--- src/rtl/traffic_light_gen_pkg.sv ---
// rtl/traffic_light_gen_pkg.sv - shared types and constants for the traffic-light generator
// Package tl_pkg:
//   TIMER_W          width of the shared phase timer
//   *_T_DEF          default phase lengths in clock cycles
//   tl_state_t       state encoding, also driven out on the phase port
//   tl_successor()   normal-sequence successor RED -> GREEN -> YELLOW -> RED
package tl_pkg;

    localparam int TIMER_W        = 6;
    localparam int RED_T_DEF      = 20;
    localparam int GREEN_T_DEF    = 35;
    localparam int YELLOW_T_DEF   = 7;
    localparam int FLASH_HALF_DEF = 2;

    typedef enum logic [2:0] {
        RED    = 3'd0,
        GREEN  = 3'd1,
        YELLOW = 3'd2,
        FLASH  = 3'd3
    } tl_state_t;

    function automatic tl_state_t tl_successor(input tl_state_t s);
        case (s)
            RED:     return GREEN;
            GREEN:   return YELLOW;
            default: return RED;
        endcase
    endfunction

endpackage

--- src/rtl/traffic_light_gen_if.sv ---
// rtl/traffic_light_gen_if.sv - control and lamp/status bundle of the traffic-light generator
// Signals:
//   enable, alarm, inject            controls toward the generator
//   green, yellow, red               lamp outputs
//   phase, timer, phase_done         state, remaining-cycles-minus-one, advance strobe
// Modports: master drives controls and observes lamps; slave is the generator side.
interface traffic_light_gen_if;

    logic                       enable;
    logic                       alarm;
    logic                       inject;
    logic                       green;
    logic                       yellow;
    logic                       red;
    logic [2:0]                 phase;
    logic [tl_pkg::TIMER_W-1:0] timer;
    logic                       phase_done;

    modport master (
        output enable, alarm, inject,
        input  green, yellow, red, phase, timer, phase_done
    );

    modport slave (
        input  enable, alarm, inject,
        output green, yellow, red, phase, timer, phase_done
    );

endinterface

--- src/rtl/traffic_light_gen_timer.sv ---
// rtl/traffic_light_gen_timer.sv - loadable 6-bit down-counter shared by all light phases
// Ports:
//   clock, reset_n   clock and asynchronous active-low reset (count returns to RST_VAL)
//   load, load_val   load has priority over counting
//   cnt_en           decrement by one when not loading
//   count, zero      current value and count==0 flag
module tl_timer
    import tl_pkg::*;
#(
    parameter logic [TIMER_W-1:0] RST_VAL = '0
) (
    input  logic               clock,
    input  logic               reset_n,
    input  logic               load,
    input  logic [TIMER_W-1:0] load_val,
    input  logic               cnt_en,
    output logic [TIMER_W-1:0] count,
    output logic               zero
);

    always_ff @(posedge clock or negedge reset_n) begin
        if (!reset_n) begin
            count <= RST_VAL;
        end else if (load) begin
            count <= load_val;
        end else if (cnt_en) begin
            count <= count - 1'b1;
        end
    end

    assign zero = (count == '0);

endmodule

--- src/rtl/traffic_light_gen.sv ---
// rtl/traffic_light_gen.sv - RED/GREEN/YELLOW sequence generator with flashing-yellow alarm mode
// Ports:
//   clock, reset_n   clock and asynchronous active-low reset
//   bus (slave)      enable/alarm/inject in; green/yellow/red, phase, timer, phase_done out
// Parameters: RED_T, GREEN_T, YELLOW_T, FLASH_HALF, each 1..63 cycles.
// Macro TL_FAULT_INJECT_EN: when defined, inject in GREEN jumps straight to RED.
module traffic_light_gen
    import tl_pkg::*;
#(
    parameter int RED_T      = RED_T_DEF,
    parameter int GREEN_T    = GREEN_T_DEF,
    parameter int YELLOW_T   = YELLOW_T_DEF,
    parameter int FLASH_HALF = FLASH_HALF_DEF
) (
    input  logic                 clock,
    input  logic                 reset_n,
    traffic_light_gen_if.slave   bus
);

    if (RED_T < 1 || RED_T > 63 || GREEN_T < 1 || GREEN_T > 63 ||
        YELLOW_T < 1 || YELLOW_T > 63 || FLASH_HALF < 1 || FLASH_HALF > 63) begin : g_bad_param
        $error("traffic_light_gen: phase length parameter outside 1..63");
    end

    localparam logic [TIMER_W-1:0] RED_LD    = TIMER_W'(RED_T - 1);
    localparam logic [TIMER_W-1:0] GREEN_LD  = TIMER_W'(GREEN_T - 1);
    localparam logic [TIMER_W-1:0] YELLOW_LD = TIMER_W'(YELLOW_T - 1);
    localparam logic [TIMER_W-1:0] FLASH_LD  = TIMER_W'(FLASH_HALF - 1);

    tl_state_t          state, state_nxt;
    logic               flash, flash_nxt;
    logic               load, cnt_en, zero;
    logic [TIMER_W-1:0] load_val, count;
    logic               normal;
    logic               inject_hit;

    tl_timer #(.RST_VAL(RED_LD)) u_timer (
        .clock    (clock),
        .reset_n  (reset_n),
        .load     (load),
        .load_val (load_val),
        .cnt_en   (cnt_en),
        .count    (count),
        .zero     (zero)
    );

`ifdef TL_FAULT_INJECT_EN
    assign inject_hit = bus.inject && (state == GREEN);
`else
    logic unused_inject;
    assign unused_inject = bus.inject;
    assign inject_hit    = 1'b0;
`endif

    assign normal = (state == RED) || (state == GREEN) || (state == YELLOW);

    function automatic logic [TIMER_W-1:0] phase_len(input tl_state_t s);
        case (s)
            GREEN:   return GREEN_LD;
            YELLOW:  return YELLOW_LD;
            default: return RED_LD;
        endcase
    endfunction

    // Next-state and timer control, priority alarm > inject > timeout.
    // The FLASH half-period timer runs regardless of enable.
    always_comb begin
        state_nxt = state;
        flash_nxt = flash;
        load      = 1'b0;
        load_val  = count;
        cnt_en    = 1'b0;
        if (bus.alarm) begin
            state_nxt = FLASH;
            if (state != FLASH) begin
                flash_nxt = 1'b1;
                load      = 1'b1;
                load_val  = FLASH_LD;
            end else if (zero) begin
                flash_nxt = ~flash;
                load      = 1'b1;
                load_val  = FLASH_LD;
            end else begin
                cnt_en = 1'b1;
            end
        end else if (!normal || inject_hit) begin
            // FLASH exit, injected GREEN->RED skip, and unreachable encodings all land in RED.
            state_nxt = RED;
            flash_nxt = 1'b0;
            load      = 1'b1;
            load_val  = RED_LD;
        end else if (bus.enable) begin
            if (zero) begin
                state_nxt = tl_successor(state);
                load      = 1'b1;
                load_val  = phase_len(tl_successor(state));
            end else begin
                cnt_en = 1'b1;
            end
        end
    end

    always_ff @(posedge clock or negedge reset_n) begin
        if (!reset_n) begin
            state <= RED;
            flash <= 1'b0;
        end else begin
            state <= state_nxt;
            flash <= flash_nxt;
        end
    end

    assign bus.red        = (state == RED);
    assign bus.green      = (state == GREEN);
    assign bus.yellow     = (state == YELLOW) || ((state == FLASH) && flash);
    assign bus.phase      = state;
    assign bus.timer      = count;
    assign bus.phase_done = zero && bus.enable && normal && !bus.alarm && !inject_hit;

endmodule

--- src/flat_wrapper.sv ---
// flat-port wrapper written by rule: the top's interface ports become plain ports
module traffic_light_gen_flat import tl_pkg::*;
#(
    parameter int RED_T      = RED_T_DEF,
    parameter int GREEN_T    = GREEN_T_DEF,
    parameter int YELLOW_T   = YELLOW_T_DEF,
    parameter int FLASH_HALF = FLASH_HALF_DEF
)
  (clock, reset_n, bus_enable, bus_alarm, bus_inject, bus_green, bus_yellow, bus_red, bus_phase, bus_timer, bus_phase_done);
  traffic_light_gen_if bus_i ();
  input  logic clock;
  input  logic reset_n;
  input wire logic [$bits(bus_i.enable)-1:0] bus_enable;
  input wire logic [$bits(bus_i.alarm)-1:0] bus_alarm;
  input wire logic [$bits(bus_i.inject)-1:0] bus_inject;
  output wire logic [$bits(bus_i.green)-1:0] bus_green;
  output wire logic [$bits(bus_i.yellow)-1:0] bus_yellow;
  output wire logic [$bits(bus_i.red)-1:0] bus_red;
  output wire logic [$bits(bus_i.phase)-1:0] bus_phase;
  output wire logic [$bits(bus_i.timer)-1:0] bus_timer;
  output wire logic [$bits(bus_i.phase_done)-1:0] bus_phase_done;
  assign bus_i.enable = bus_enable;
  assign bus_i.alarm = bus_alarm;
  assign bus_i.inject = bus_inject;
  assign bus_green = bus_i.green;
  assign bus_yellow = bus_i.yellow;
  assign bus_red = bus_i.red;
  assign bus_phase = bus_i.phase;
  assign bus_timer = bus_i.timer;
  assign bus_phase_done = bus_i.phase_done;
  traffic_light_gen #(.RED_T(RED_T), .GREEN_T(GREEN_T), .YELLOW_T(YELLOW_T), .FLASH_HALF(FLASH_HALF)) u_core (.clock(clock), .reset_n(reset_n), .bus(bus_i));
endmodule
--- config.mk ---
export PLATFORM = sky130hd
export DESIGN_NAME = traffic_light_gen_flat
export DESIGN_NICKNAME = d
export VERILOG_FILES = /design/src/rtl/traffic_light_gen_pkg.sv /design/src/rtl/traffic_light_gen_if.sv /design/src/rtl/traffic_light_gen_timer.sv /design/src/rtl/traffic_light_gen.sv /design/src/flat_wrapper.sv
export SDC_FILE = /design/constraint.sdc
export NUM_CORES = 1
export LEC_CHECK = 0
export ABC_AREA = 1
export BUFFER_PORTS_ARGS = -buffer_cell sky130_fd_sc_hd__buf_4
export CAP_MARGIN = 20
export CORE_AREA = 3 3 40 42
export CTS_CLUSTER_SIZE = 8
export DETAILED_ROUTE_END_ITERATION = 10
export DIE_AREA = 0 0 43 45
export HOLD_SLACK_MARGIN = 0.03
export PLACE_DENSITY_LB_ADDON = 0.3
export SYNTH_ARGS = -nofsm -noshare
export SYNTH_HDL_FRONTEND = slang
export SYNTH_SLANG_ARGS = --single-unit
--- constraint.sdc ---
create_clock -name clock -period 1.6 [get_ports clock]
set_input_delay 0.32 -clock clock [delete_from_list [all_inputs] [get_ports clock]]
set_output_delay 0.32 -clock clock [all_outputs]
set_load 0.02 [all_outputs]
==> Word-level counts from Yosys, hierarchy flattened <==
Cells that the tools add are included.
{ "word_totals": {"reg_bits": 10, "inputBits": 5, "output_inout_bits": 13, "elab_cells": 62} }
{ "op_classes": {"add_sub_neg": 1, "eq_ne": 13, "n_mux": 30, "n_bitwise": 1, "n_reduce_logical": 14} }
{ "op_table": {"columns": ["cell", "n"], "rows": [
  ["$mux 6", 8],
  ["$mux 3", 6],
  ["$mux 1", 14],
  ["$ne 4x4->1 const B", 3],
  ["$pmux 6 s2", 1],
  ["$eq 3x2->1 const B", 3],
  ["$eq 3x1->1 const B", 2],
  ["$logic_not 6->1", 1],
  ["$ne 3x2->1 const B", 2],
  ["$sub 6x1->6 const B", 1],
  ["$logic_and 1x1->1", 4],
  ["$pmux 2 s2", 1],
  ["$reduce_and 2->1", 2],
  ["$reduce_and 4->1", 1],
  ["$logic_not 3->1", 1],
  ["$logic_or 1x1->1", 3],
  ["$ne 3x1->1 const B", 1],
  ["$ne 3x3->1 const B", 1],
  ["$ne 2x2->1 const B", 1],
  ["$reduce_bool 2->1", 1],
  ["$logic_not 1->1", 1],
  ["$not 1->1", 1]
]} }

==> Logic depth before layout (Yosys ltp) <==
Gate-level depths: netlist of the first run.
{ "depth": {"ltp_word": 13, "ltp_mapped": 9, "ltp_nobuf": 9} }

==> By module <==
A second synthesis of the first run with hierarchy kept.
{ "hier_totals": {"cells_unflattened": 102, "area_unflattened_um2": 719.4} }
{ "modules_own_cells": {"columns": ["module", "instances", "cells_per_inst", "area_each_um2", "seq_area_each_um2"], "rows": [
  ["tl_timer", 1, 51, 401.6, 153.9],
  ["traffic_light_gen", 1, 51, 317.8, 75.1]
]} }

==> Worst setup path after synthesis of the first run <==
Ideal clock, no wire load.
{ "synth_path": {"path_kind": "reg2out", "startpoint": "reg u_core.u_timer.count[0]", "endpoint": "out bus_phase_done", "arrival_ns": 1.244, "t_required_ns": 1.280, "slack_ns": 0.036, "path_stages_with_launch": 5, "n_path_buf": 0, "cell_sequence": "dfstp_2 inv_1 ha_1 nand4_2 nor3_1"} }
{ "synth_between": {"elab_chain_cells": 4} }
{ "synth_rtl": {"columns": ["element", "line_no", "rtl"], "rows": [
  ["from (decl)", "traffic_light_gen_timer.sv:17", "output logic [TIMER_W-1:0] count,"],
  ["from (signal assigned)", "traffic_light_gen_timer.sv:25", "count <= load_val;"],
  ["from (signal assigned)", "traffic_light_gen_timer.sv:27", "count <= count - 1'b1;"],
  ["$logic_not 6->1", "traffic_light_gen_timer.sv:31", "assign zero = (count == '0);"],
  ["$logic_and 1x1->1 (3 in a row)", "traffic_light_gen.sv:118", "assign bus.phase_done = zero && bus.enable && normal && !bus.alarm && !inject_hit;"],
  ["to (decl)", "flat_wrapper.sv:21", "output wire logic [$bits(bus_i.phase_done)-1:0] bus_phase_done;"]
]} }
Every way passes these cells.

==> Worst setup path in the final report of the first run <==
Ends and elaborated chain as after synthesis.

==> metrics.txt, run 1 <==
vias after detailed routing 627; WP data required 1280 ps; top cells by area, synth dfrtp_1, nand2_1, dfstp_2; CP Capture Type output pin; Ports 18; synth cell count leaders nand2_1, inv_1, nand3_1, dfrtp_1, nor2_1; CTS sink cnt 9; worst hold slack 383 ps; count of final max-slew check failures 0; outcome finished, violations left; grt ovf 0; first-pass GRT wire length 2.56 mm; sequential area share after synthesis 0.362; CP Launch Type flip-flop; CTS Buffer Depth 2; fraction of layout cells with a size suffix above 1 0.367; uppermost layer routed met4; Final Critical Period 1620 ps; maximum vdd drop 0.00107 V; std cell rows 13; post-synthesis to final-layout area growth 36.2%; Lkg Pwr 0.000455 µW; R2R setup slack 150 ps; fillcell total 108; initial drt markers 5; pin count of the biggest net entering global routing 12; HP Start bus_alarm; initial antenna violation count 0; hold depth 3; Tot Pwr 1910 µW; Avg Inst Size Synth 7.18 µm²; GRT Resource Usage Total 0.184; reg-to-reg startpoint u_core.u_timer.count[0]; Clock Latency Late Sink 260 ps; Die Width 43 µm; H-tree lvl count 1; #FFs+latches synth 9; Synth Warn # 0; Final Hold Vio Count 0; highest net fanout along the worst path 2; vias in the first global route 593; post-synth top area share 0.238; Num CTS Buffers 3; TritonRoute pass-1 iters 4; DP Wirelength 1.06 mm; DRT antenna net count 0; Die Ht 45 µm; Final Wtd Congestion 0.798; final net count 117; Reg2Reg Depth 10; Gate Count Post-Synth 88; total wire length 1.56 mm; Avg WL per Cell 12.6 µm; HP Class in2reg; Antenna Cells 0; drt via density 5.06; final period utilization 1.01; Peak Freq 0.618 GHz; kind of critical path reg2out; Post-synth EDFFs 0; P per Cell Area 2220 nW/µm²; Clock Tree Root clkbuf_4; RSZ-0062 raised after global routing true; cell area after synthesis 632 µm²; # setup viols final 1; Met2 Wirelength 770 µm; M1 wire length 645 µm; Net Count, Synth 95; failing checks setup timing; Initial Util 0.492; DRC violations left 0; async set-reset flop share out of synthesis 1.00; number of max-cap violations 0; final worst setup slack -18.7 ps; met3 routed WL 86 µm; Arrival @ worst endpoint 1300 ps; skew final 5.05 ps; CTS tree done; clock-pin slew on the worst setup and hold paths 60 ps; die area 1940 µm²; Hold Path Sink u_core.flash; Yosys cell types 23; count leader, synth nand2_1; FF-to-FF End u_core.u_timer.count[1]; dominant cell type by area after synthesis dfrtp_1; top_reg_cell synth dfrtp_1; Core Area 1280 µm²; Port-buffer cells 15
==> layout by cell type, fill, tap and decap left out, types with 3 or more instances in the layout <==
| cell | instances |
|---|---|
| buf_4 | 19 |
| clkbuf_4 | 3 |
| dfrtp_1 | 5 |
| dfstp_2 | 3 |
| inv_1 | 6 |
| inv_2 | 3 |
| nand2_1 | 32 |
| nand2_4 | 3 |
| nand3_1 | 5 |
| nor2_1 | 5 |
| nor2_4 | 3 |
| o21ai_0 | 4 |
==> through the flow <==
stage	TNS (ps)	utilization	cell area, µm²	setup WS, ps	std cells
global placement	0	0.575	739	136	115
floorplan	0	-	632	36.0	88
detailed placement	0	0.575	739	83.0	115
CTS	-32.6	0.645	828	-32.6	123
finish	-18.7	0.670	861	-18.7	124
global route	-83.7	0.670	861	-83.7	124
==> where the power goes <==
group | internal [µW] | switching [µW] | total [µW]
clock | 96.2 | 81.2 | 177
sequential | 361 | 141 | 502
combinational | 507 | 725 | 1230
total | 964 | 947 | 1910
==> cells by family after synthesis <==
family          synth area share
other cells              0.00593
flops                      0.362
buf+inv                   0.0911
simple gates               0.402
compound gates            0.0574
xor+xnor                  0.0416
fa+ha+maj                 0.0396
==> state kept, by name (all words and copies together), names as in the netlist <==
register and cells:
u_core.u_timer.count 6, u_core.flash 1, u_core.bus.phase 2
==> critical path, cell delays in order, from the launching register on <==
cell and delay [ps]:
dfstp_2 540, inv_2 50, ha_4 160, nand4_4 90
nor3_2 40, buf_4 150
==> worst max path at each step <==
stage,slack (ps),startpoint,end,cells after the start
after floorplan,40,u_core.u_timer.count[0],bus_phase_done,4
final,-20,u_core.u_timer.count[0],bus_phase_done,5
after CTS,-30,u_core.u_timer.count[1],bus_phase_done,5
after global placement,140,u_core.u_timer.count[0],u_core.u_timer.count[1],9
after global routing,-80,u_core.u_timer.count[1],bus_phase_done,5
after detailed placement,80,u_core.u_timer.count[0],u_core.u_timer.count[1],9
==> layout make-up <==
| class | count | area, µm² | share of cell area |
|---|---|---|---|
| clock buffers | 4 | 26.3 | 0.0305 |
| inverters | 9 | 33.8 | 0.0392 |
| multi-input cells | 67 | 399 | 0.464 |
| flip-flops and latches | 9 | 230 | 0.267 |
| well taps | 15 | 18.8 | 0.0218 |
| repair buffers | 20 | 153 | 0.177 |
==> layer usage <==
| metal | up-vias | global-route usage |
|---|---|---|
| li1 | 317 | - |
| met1 | 286 | 0.199 |
| met2 | 15 | 0.308 |
| met3 | 9 | 0.0717 |
| met4 | 0 | 0.108 |
| met5 | - | 0 |
==> repair_timing <==
action	in CTS	in global routing
buffers inserted	3	1
endpoints found under the setup margin	1	6
endpoints found under the hold margin	6	0
hold buffers	1	0
pin swaps	2	2
gates resized for setup	8	5
Power figures use the tool's default switching activity.
==> inputs of run 2 (changes only) <==
Settings changed: CORE_AREA 3 3 40 42 to 5 5 42 44, DIE_AREA 0 0 43 45 to 0 0 47 49.
==> run 2 against run 1 <==
- sequential share of layout area increased by 0.35 points
- core utilization shrank 6.4 points
- first-iteration DRC count grew to 4.0 times the previous value
- combinational power barely moved
- via count increased by 1.4%
- largest cell class unchanged
- cell count rose by 1.6%
- die area rose by 19%
- the run still ends with setup timing left
==> metrics.txt, run 2 (synthesized netlist as in run 1, its figures left out) <==
RSZ-0062 raised after global routing true; Clock Latency Late Sink 270 ps (about the same); clock-pin slew on the worst setup and hold paths 60 ps (about the same); Die Ht 49 µm (+8.9%); sequential power share 0.259 (-0.004); skew final 1.00 ps (-4.05 ps); final period utilization 1.02 (+0.00613); failing checks setup timing; Net Sw Power 940 µW (-0.73%); die area 2300 µm² (+19%); vias after detailed routing 636 (+1.4%); DRC violations left 0 (unchanged); post-synthesis to final-layout area growth 34.5%; first-pass GRT wire length 2.62 mm (+2.2%); Avg WL per Cell 12.4 µm (-1.8%); fillcell total 123 (+14%); CP Launch Type flip-flop; Clock Tree Root clkbuf_4; total wire length 1.56 mm (-0.19%); end-of-flow core utilization 0.606 (-0.0637); Num CTS Buffers 3 (unchanged); Core Area 1400 µm² (+9.1%); Port-buffer cells 15 (unchanged); CTS Buffer Depth 2 (unchanged); Final Hold Vio Count 0 (unchanged); most frequent cells in the layout nand2_1, buf_4, nand3_1; H-tree lvl count 1 (unchanged); TritonRoute pass-1 iters 4 (unchanged); Tot Pwr 1910 µW (-0.22%); Placed Area 741 µm² (+0.17%); std cell rows 14 (+1); final net count 118 (+0.85%); Antenna Cells 0 (unchanged); drt via density 5.05 (-0.17%); fraction of layout cells with a size suffix above 1 0.355 (-0.0124); initial drt markers 20 (+15); outcome finished, violations left; final worst setup slack -28.5 ps (-9.81 ps); GRT Resource Usage Total 0.152 (-0.0319); worst hold slack 380 ps (-3.05 ps); clock share of power 0.096 (+0.003); Int Power 967 µW (+0.27%); WP data required 1280 ps (about the same); Peak Freq 0.614 GHz (-0.60%); Ports 18 (unchanged); maximum vdd drop 0.00118 V (+10%); count of final max-slew check failures 0 (unchanged); commonest non-fill, non-tap cell in the layout nand2_1; DP Wirelength 1.06 mm (+0.20%); Lkg Pwr 0.000455 µW (about the same); CTS tree done; Sw Ratio 0.493 (-0.00248); # setup viols final 1 (unchanged); Final Wtd Congestion 0.746 (-6.4%); combinational group share of total power 0.645 (about the same); CTS sink cnt 9 (unchanged); HP Class in2reg; CP Capture Type output pin; max reg flops 6 (unchanged); Arrival @ worst endpoint 1310 ps (about the same); Initial Util 0.451 (-0.0408); initial antenna violation count 0 (unchanged); kind of critical path reg2out; grt ovf 0 (unchanged); highest net fanout along the worst path 2 (unchanged); Reg with most FFs u_core.u_timer.count; final instance area 850 µm² (-1.3%); reg-to-reg startpoint u_core.u_timer.count[1]; pin count of the biggest net entering global routing 12 (unchanged); CP startpoint u_core.u_timer.count[1]; vias in the first global route 627 (+5.7%); Final Critical Period 1630 ps (+9.81 ps); Die Width 47 µm (+9.3%); HP Start bus_alarm; number of max-cap violations 0 (unchanged); DRT antenna net count 0 (unchanged); P per Cell Area 2240 nW/µm² (+1.1%)
## run 2: cell count changes in the layout (fill, tap and decap cells not counted), sizes merged
cell	delta
buf	+1
## run 2: worst paths after layout
kind                       slack (ps)  cells after the start                      end
setup / recovery                  -30                      5           bus_phase_done
hold / removal                    380                      3             u_core.flash
setup reg to reg                  110                     10  u_core.u_timer.count[2]
hold reg to reg                   510                      2  u_core.u_timer.count[4]
max in group asynchronous         980                      2  u_core.u_timer.count[4]
min in group asynchronous         410                      2      u_core.bus.phase[0]
## run 2: what timing repair did
action / 4_1_cts / 5_1_grt
resized for setup: 7 / 2
hold endpoints to repair: 6 / 0
setup buffers: 4 / 1
pin swaps: 2 / 0
hold buffers: 1 / 0
setup endpoints to repair: 1 / 4
## run 2: metal layers
metal / track usage / wire, µm / share of wire
met4: 0.0645 / 27 / 0.017
met1: 0.191 / 637 / 0.41
met3: 0.0258 / 76 / 0.049
met5: 0 / 0 / 0
met2: 0.247 / 817 / 0.52
## run 2: worst max-delay path, cell delays in order, from the launching register on
cell and delay (ps):
dfstp_2 540, inv_2 50, ha_4 160, nand4_4 90
nor3_2 40, buf_4 150
## run 2: final cells by class
cell class | count | area (µm²) | area share
Inverter | 9 | 33.8 | 0.0398
Timing Repair Buffer | 21 | 160 | 0.189
Sequential cell | 9 | 230 | 0.271
Clock buffer | 4 | 26.3 | 0.0309
Tap cell | 16 | 20.0 | 0.0236
Multi-Input combinational cell | 67 | 379 | 0.446
## run 2: stage by stage
step                      cells  setup TNS [ps]  setup slack [ps]
after floorplan              88               0              36.0
after global placement      116               0               126
after detailed placement    116               0               100
after CTS                   125           -26.0             -26.0
after global routing        126           -79.3             -77.8
final                       126           -28.5             -28.5
## run 2: power groups by stage
stage / clock network, µW / registers, µW / logic, µW
after CTS: 189 / 489 / 1170
after global routing: 204 / 511 / 1340
final: 184 / 493 / 1230
after detailed placement: 0 / 503 / 1030
after floorplan: 0 / 592 / 620
after global placement: 0 / 497 / 1010
